$ cat config.mk
export PLATFORM = sky130hd
export DESIGN_NAME = multicycle_ctrl
export DESIGN_NICKNAME = d
export VERILOG_FILES = /design/src/rtl/multicycle_ctrl.sv
export SDC_FILE = /design/constraint.sdc
export NUM_CORES = 1
export LEC_CHECK = 0
export BUFFER_PORTS_ARGS = -buffer_cell sky130_fd_sc_hd__buf_2
export CELL_PAD_IN_SITES_DETAIL_PLACEMENT = 2
export CELL_PAD_IN_SITES_GLOBAL_PLACEMENT = 2
export CORE_MARGIN = 2
export CORE_UTILIZATION = 30
export CTS_CLUSTER_DIAMETER = 200
export DETAILED_ROUTE_END_ITERATION = 10
export PLACE_DENSITY = 0.89
export SETUP_SLACK_MARGIN = 0.05
export SYNTH_ARGS = -nofsm -noshare
export SYNTH_HDL_FRONTEND = slang
export SYNTH_SLANG_ARGS = --single-unit
$ cat constraint.sdc
create_clock -name clk -period 2.6 [get_ports clk]
set_clock_uncertainty 0.1 [all_clocks]
set_input_delay 0.39 -clock clk [delete_from_list [all_inputs] [get_ports clk]]
set_output_delay 0.39 -clock clk [all_outputs]
set_load 0.01 [all_outputs]
$ cat src/rtl/multicycle_ctrl.sv
// Multicycle instruction sequencer: fetch/decode/execute/write-back with load/store,
// branch, jump and halt paths, plus a per-state done-timeout watchdog.
module multicycle_ctrl #(
   parameter int RD_W    = 2,
   parameter int TIMEOUT = 255,
   parameter int TO_W    = 8,
   localparam int NUM_REGS = 2**RD_W
) (
   input  logic                clk,
   input  logic                rst_n,
   input  logic                start,
   input  logic                fetch_done,
   input  logic                alu_done,
   input  logic                mem_done,
   input  logic                zero,
   input  logic [3:0]          opcode,
   input  logic [RD_W-1:0]     rd,
   output logic                fetch_pulse,
   output logic                pc_pulse,
   output logic                group_pulse,
   output logic                mem_pulse,
   output logic                mem_we,
   output logic [1:0]          pc_ctrl,
   output logic [NUM_REGS-1:0] reg_en,
   output logic                alu_in_sel,
   output logic [2:0]          alu_func,
   output logic                halted,
   output logic                error
);

   // state   | meaning
   // INIT    | idle after reset or watchdog abort, waits for start
   // IF      | instruction fetch, waits for fetch_done
   // ID      | decode, one cycle; JMP redirects the PC here
   // EX_AL   | ALU operation, waits for alu_done
   // EX_MEM  | load/store access, waits for mem_done
   // EX_BR   | conditional branch on zero, one cycle
   // WB      | register write-back, one cycle
   // HALT    | stopped, waits for start
   typedef enum logic [2:0] {
      S_INIT, S_IF, S_ID, S_EX_AL, S_EX_MEM, S_EX_BR, S_WB, S_HALT
   } state_t;

   localparam logic [3:0] OP_LD   = 4'b1000;
   localparam logic [3:0] OP_ST   = 4'b1001;
   localparam logic [3:0] OP_BEQZ = 4'b1010;
   localparam logic [3:0] OP_JMP  = 4'b1011;
   localparam logic [3:0] OP_HALT = 4'b1111;

   localparam logic [TO_W-1:0] TO_LAST = TO_W'((TIMEOUT == 0) ? 0 : TIMEOUT - 1);

   state_t          state, state_nxt;
   logic            entry;
   logic            redir;
   logic [TO_W-1:0] wd_cnt;
   logic            wd_hit;
   logic            wd_gated;
   logic            err_set;

   assign wd_hit   = (TIMEOUT != 0) && (wd_cnt == TO_LAST);
   assign wd_gated = (state == S_IF) || (state == S_EX_AL) || (state == S_EX_MEM);

   always_comb begin
      state_nxt = state;
      err_set   = 1'b0;
      case (state)
         S_INIT: if (start) state_nxt = S_IF;
         S_IF: begin
            if (fetch_done) state_nxt = S_ID;
            else if (wd_hit) begin
               state_nxt = S_INIT;
               err_set   = 1'b1;
            end
         end
         S_ID: begin
            if (!opcode[3])                        state_nxt = S_EX_AL;
            else if (opcode == OP_LD || opcode == OP_ST) state_nxt = S_EX_MEM;
            else if (opcode == OP_BEQZ)            state_nxt = S_EX_BR;
            else if (opcode == OP_JMP)             state_nxt = S_IF;
            else if (opcode == OP_HALT)            state_nxt = S_HALT;
            else begin
               state_nxt = S_IF;
               err_set   = 1'b1;
            end
         end
         S_EX_AL: begin
            if (alu_done) state_nxt = S_WB;
            else if (wd_hit) begin
               state_nxt = S_INIT;
               err_set   = 1'b1;
            end
         end
         S_EX_MEM: begin
            if (mem_done) state_nxt = (opcode == OP_ST) ? S_IF : S_WB;
            else if (wd_hit) begin
               state_nxt = S_INIT;
               err_set   = 1'b1;
            end
         end
         S_EX_BR: state_nxt = S_IF;
         S_WB:    state_nxt = S_IF;
         S_HALT:  if (start) state_nxt = S_IF;
         default: state_nxt = S_INIT;
      endcase
   end

   always_ff @(posedge clk or negedge rst_n) begin
      if (!rst_n) begin
         state  <= S_INIT;
         entry  <= 1'b0;
         redir  <= 1'b0;
         wd_cnt <= '0;
         error  <= 1'b0;
      end else begin
         state <= state_nxt;
         entry <= (state_nxt != state);
         // A redirected IF must not add its own +1 on top of the target load.
         redir <= ((state == S_ID) && (opcode == OP_JMP)) || ((state == S_EX_BR) && zero);
         if (state_nxt != state)
            wd_cnt <= '0;
         else if ((TIMEOUT != 0) && wd_gated)
            wd_cnt <= wd_cnt + TO_W'(1);
         if (((state == S_INIT) || (state == S_HALT)) && start)
            error <= 1'b0;
         else if (err_set)
            error <= 1'b1;
      end
   end

   always_comb begin
      fetch_pulse = 1'b0;
      pc_pulse    = 1'b0;
      group_pulse = 1'b0;
      mem_pulse   = 1'b0;
      mem_we      = 1'b0;
      pc_ctrl     = 2'b00;
      reg_en      = '0;
      alu_in_sel  = 1'b0;
      alu_func    = 3'b000;
      halted      = 1'b0;
      case (state)
         S_IF: begin
            fetch_pulse = entry;
            if (entry && !redir) begin
               pc_pulse = 1'b1;
               pc_ctrl  = 2'b01;
            end
         end
         S_ID: begin
            if (opcode == OP_JMP) begin
               pc_pulse = 1'b1;
               pc_ctrl  = 2'b11;
            end
         end
         S_EX_AL: begin
            group_pulse = entry;
            case (opcode)
               4'b0001: begin alu_in_sel = 1'b1; alu_func = 3'b001; end
               4'b0010: begin alu_in_sel = 1'b1; alu_func = 3'b010; end
               4'b0011: begin alu_in_sel = 1'b1; alu_func = 3'b011; end
               4'b0100: begin alu_in_sel = 1'b0; alu_func = 3'b000; end
               4'b0101: begin alu_in_sel = 1'b0; alu_func = 3'b010; end
               4'b0110: begin alu_in_sel = 1'b0; alu_func = 3'b100; end
               default: begin alu_in_sel = 1'b1; alu_func = 3'b000; end
            endcase
         end
         S_EX_MEM: begin
            mem_pulse = entry;
            mem_we    = (opcode == OP_ST);
         end
         S_EX_BR: begin
            pc_pulse = zero;
            pc_ctrl  = zero ? 2'b10 : 2'b00;
         end
         S_WB:    reg_en = NUM_REGS'(1) << rd;
         S_HALT:  halted = 1'b1;
         default: ;
      endcase
   end

endmodule

After elaboration in Yosys (flattened, before gate mapping)
Cells that the tools add are included.
{ "classes": {"add_sub_neg": 1, "n_eq_ne": 20, "shifts": 1, "n_mux": 43, "reduce_logical": 17} }
{ "ops": {"columns": ["operator", "n"], "rows": [
  ["two-way mux 3 bit", 12],
  ["two-way mux 1 bit", 21],
  ["equality test 4 bit, second input constant", 5],
  ["one-hot mux 3 bit (6 select lines)", 1],
  ["two-way mux 8 bit", 2],
  ["equality test 3 bit, second input constant", 4],
  ["equality test 4 x 3 -> 1 bit, second input constant", 3],
  ["one-hot mux 3 bit (4 select lines)", 1],
  ["adder 8 x 1 -> 8 bit, second input constant", 1],
  ["equality test 4 x 2 -> 1 bit, second input constant", 2],
  ["equality test 8 bit, second input constant", 1],
  ["equality test 3 x 2 -> 1 bit, second input constant", 2],
  ["one-hot mux 2 bit (3 select lines)", 1],
  ["OR reduction 2 bit", 3],
  ["logical OR 1 bit", 5],
  ["equality test 4 x 1 -> 1 bit, second input constant", 1],
  ["logical AND 1 bit", 4],
  ["two-way mux 2 bit", 2],
  ["two-way mux 4 bit", 1],
  ["one-hot mux 1 bit (4 select lines)", 1],
  ["nonzero test 2 bit", 2],
  ["<< shifter 1 x 2 -> 4 bit, first input constant", 1],
  ["equality test 3 x 1 -> 1 bit, second input constant", 1],
  ["zero test 3 bit", 1],
  ["other kinds (4)", 4]
]} }
{ "word_totals": {"regBits": 14, "inputBits": 13, "out_inout_bits": 17, "word_cells": 87} }

Logic depth before layout (Yosys ltp)
{ "logic_depth": {"depth_word": 9, "ltp_mapped": 8, "ltp_nobuf": 7} }

Worst setup path before layout
OpenSTA, ideal clock, no wires.
{ "synth_timing": {"path_kind": "register -> register", "startpoint": "reg wd_cnt[0]", "endpoint": "reg wd_cnt[1]", "setup_time_ns": 0.111, "arrival_time_ns": 1.835, "t_required_ns": 2.389, "setup_slack_ns": 0.553, "stages_incl_launch_ff": 9, "path_buffers": 1, "period_less_slack_ns": 2.047, "path_cell_list": "dfrtp_1 inv_1 ha_1 and3_2 and3_1 buf_2 a311oi_1 a21oi_2 a2111oi_2"} }
{ "synth_via": {"elab_chain_cells": 6, "elab_cells_between_ends": 11, "classes_between": "1 x add/sub; 2 x eq/ne; 7 x mux; 1 x reduce/logical"} }
{ "synth_rtl": {"columns": ["item", "line_no", "text"], "rows": [
  ["start, declared", "55", "logic [TO_W-1:0] wd_cnt;"],
  ["start signal, assigned", "122", "wd_cnt <= wd_cnt + TO_W'(1);"],
  ["equality test 8 bit", "60", "assign wd_hit = (TIMEOUT != 0) && (wd_cnt == TO_LAST);"],
  ["two-way mux 3 bit", "70, 88, 95", null],
  ["two-way mux 3 bit (on tied branches)", "94, 69, 87", null],
  ["one-hot mux 3 bit (6 select lines)", "66", "case (state)"],
  ["inequality test 3 bit", "119", "if (state_nxt != state)"],
  ["two-way mux 8 bit / nonzero test 2 bit (equally long branches)", null, null]
]} }
Parallel ways exist; a longest one is shown, timed or not. The select of a mux whose other input is x is not followed.
A chain may end at the register's enable or synchronous reset.

Worst setup path after layout
{ "layout_timing": {"startpoint": "reg state[2]", "endpoint": "out pc_pulse"} }
{ "layout_via": {"elab_chain_cells": 2, "elab_cells_between_ends": 4, "classes_between": "3 x eq/ne; 1 x mux"} }
{ "layout_rtl": {"columns": ["item", "line_no", "text"], "rows": [
  ["start, declared", "52", "state_t state, state_nxt;"],
  ["start signal, assigned", "115", "state <= state_nxt;"],
  ["equality test 3 bit (tied with other cells)", "141", "case (state)"],
  ["one-hot mux 1 bit (3 select lines) (*)", "141", null],
  ["end, declared", "19", "output logic pc_pulse,"]
]} }
Every way passes the cells marked *; elsewhere a longest branch is shown, timed or not.

==> flow_summary.ini <==
[placement]
hpwl_mm = 2.69
io_buffer_count = 29
place_congestion = 0.799
dpl-instance-area_um2 = 1280

[synthesis]
synth.most_common_cell = dfrtp_1
avgSynthCellArea_um2 = 8.87
ys_async_sr_fraction_pct = 100
netlist-cell-type-count = 46
yosysTopAreaCellShare_pct = 30.6
synthTopCellsByCount = 14 x dfrtp_1, 12 x nor3_1, 8 x inv_1, 8 x nand2_1, 8 x nor2_1
synth_area_leaders = dfrtp_1 31%, buf_6 5.9%, nor3_1 5.3%
netlist_area_um2 = 1140
seq_area_frac_synth_pct = 30.6
synth_ff_type = dfrtp_1
yosysWarnings = 0
synth_edf_count = 0
synth_cells = 129
synth_seq_cells = 14
synth_top_cell_by_area = dfrtp_1
syn_nets = 144

[sta]
hold_violations = 0
worstMarginPinSlew_ps = 487
fin_crit_sh_pct = 90.3
drv_slew = 0
slew_headroom_pct = 67.2
setup_violations = 0
clock.fmax_ghz = 0.426
final.min_clock_period_ps = 2350
fin_setup_tns_ps = 0
rsz0062_at_grt = false

[die]
die_area_um2 = 4320
fp.dieW_um = 65.7
fp.dieH_um = 65.7
num_rows = 22
ioPinCount = 30
start_util_pct = 31.2
coreArea_um2 = 3660

[clock_tree]
cts_buffer_depth = 2
clkLatencyLatePin_ps = 240
clockRootBuffer = clkbuf_8
clkSinkCount = 14
cts_tree = done
htreeDepth = 1
cts_setup_buffers = 0
numCtsBuffers = 3
cts.clk_slew.worst_paths_ps = 60

[grt]
grt_pass1_wl_mm = 6.00
antenna_found_initial = 0
grt_max_degree = 16
grtUsageTotal_pct = 18.2
grt_pass1_vias = 1221
grt-ovfl-total = 0

[worst_hold_path]
hold_path.class = in2reg
min-delay-start = fetch_done

[routing]
antenna_left = 0
drtIter0Drc = 92
viasPerCell = 5.42
firstDrtPassIters = 3
drcViolationCount = 0
wl_per_cell_um = 17.3
vias = 1112
drt_wl_total_mm = 3.54

[setup_path]
crit_arrival_ps = 1860
cp_max_fo = 15
crit_slowest_cell = dfrtp_1
crit_top_cell = nand2b_1
startpoint = state[2]
crit_buf_inv = 1
critPathTopFamily = simple AND/OR/NAND/NOR gates
r2r_slack_ps = 300
cpPeakStageDelay_ps = 540
crit_type = reg2out
cp_data_required_time_ps = 2110
worstSetupEndpointType = primary output
r2r-start = state[2]
start_kind = register
crit_path_cell_trace = nand2b_1, nor2_2, nand2_1, o21ai_0, nand2b_1, buf_2

[layout]
finalInstanceArea_um2 = 1360
n_antenna_cell = 0
n_fill_cell = 429
post_route_cells_drive_above_1_share_pct = 29.9
area_growth_pct = 18.7
nNetsFinal = 173

[power_and_ir_drop]
power_density_nw_per_um2 = 924
vdd_drop_max_mv = 0.441
p_leak_uw = 0.000633

[run_status]
status = completed

[run]
maxCapViolCount = 0
==> where the power goes <==
part | internal [uW] | switching [uW]
Sequential | 265 | 99.3
Clock | 134 | 78.1
Combinational | 256 | 422
==> through the flow <==
step	utilization, %	hold WS, ps	total power, uW	instances	worst slack, ps
floorplan	-	-5.59	870	129	553
global placement	35.1	199	990	200	458
detailed placement	35.1	203	1030	200	401
CTS	36.8	287	1270	205	171
global route	37.1	309	1360	205	67.3
finish	37.1	297	1250	205	252
==> sequential cells by signal, summed over array words and instances, names as in the netlist <==
| name | cells |
|---|---|
| entry | 1 |
| error | 1 |
| redir | 1 |
| state | 3 |
| wd_cnt | 8 |
==> cell families after synthesis <==
family / share of synthesized area (%)
simple gates: 32.4
compound gates: 19.6
buf+inv: 8.97
flops: 30.6
xor+xnor: 5.36
fa+ha+maj: 2.19
mux: 0.875
==> worst paths after layout <==
path,endpoint,cells after the start
max in group asynchronous,state[1],2
worst max-delay path,pc_pulse,6
worst min register to register,error,2
worst max register to register,wd_cnt[1],4
min in group asynchronous,wd_cnt[7],2
worst min-delay path,state[0],2
==> layout make-up <==
class | count | area (um^2) | share of cell area [%]
multi-input cells | 100 | 698 | 51.4
flip-flops and latches | 14 | 352 | 25.9
repair buffers | 31 | 163 | 12.0
well taps | 48 | 60.1 | 4.42
clock buffers | 4 | 55.1 | 4.06
inverters | 8 | 30.0 | 2.21
==> layout by cell type (no fill, tap or decap), drive strengths merged, types with 2 or more instances in the layout <==
cell type / netlist / final
nor2: 8 / 8
and4: 2 / 2
nor2b: 2 / 2
xor2: 6 / 6
nor3: 12 / 12
a21oi: 5 / 5
dfrtp: 14 / 14
a21boi: 2 / 2
nand3: 3 / 3
or3b: 2 / 2
nand4: 6 / 6
nand2: 9 / 9
ha: 2 / 2
nor3b: 3 / 3
inv: 8 / 8
o21ai: 5 / 5
buf: 7 / 30
nand3b: 2 / 2
and3: 4 / 4
clkbuf: 0 / 4
a211o: 2 / 2
a211oi: 2 / 2
nand2b: 4 / 4
==> per-layer routing <==
layer	GRT usage [%]	vias to the layer above	wire length, um
li1	-	534	-
met1	21.1	559	1440
met2	35.2	17	2000
met3	2.74	2	87
met4	3.13	0	20
met5	0	-	0
==> repair_timing <==
item	in CTS	in global routing
gates resized for setup	0	3
endpoints found under the hold margin	14	0
setup endpoints to repair	0	2
hold buffers	1	0
No activity file was read; power rests on OpenSTA's default activity.
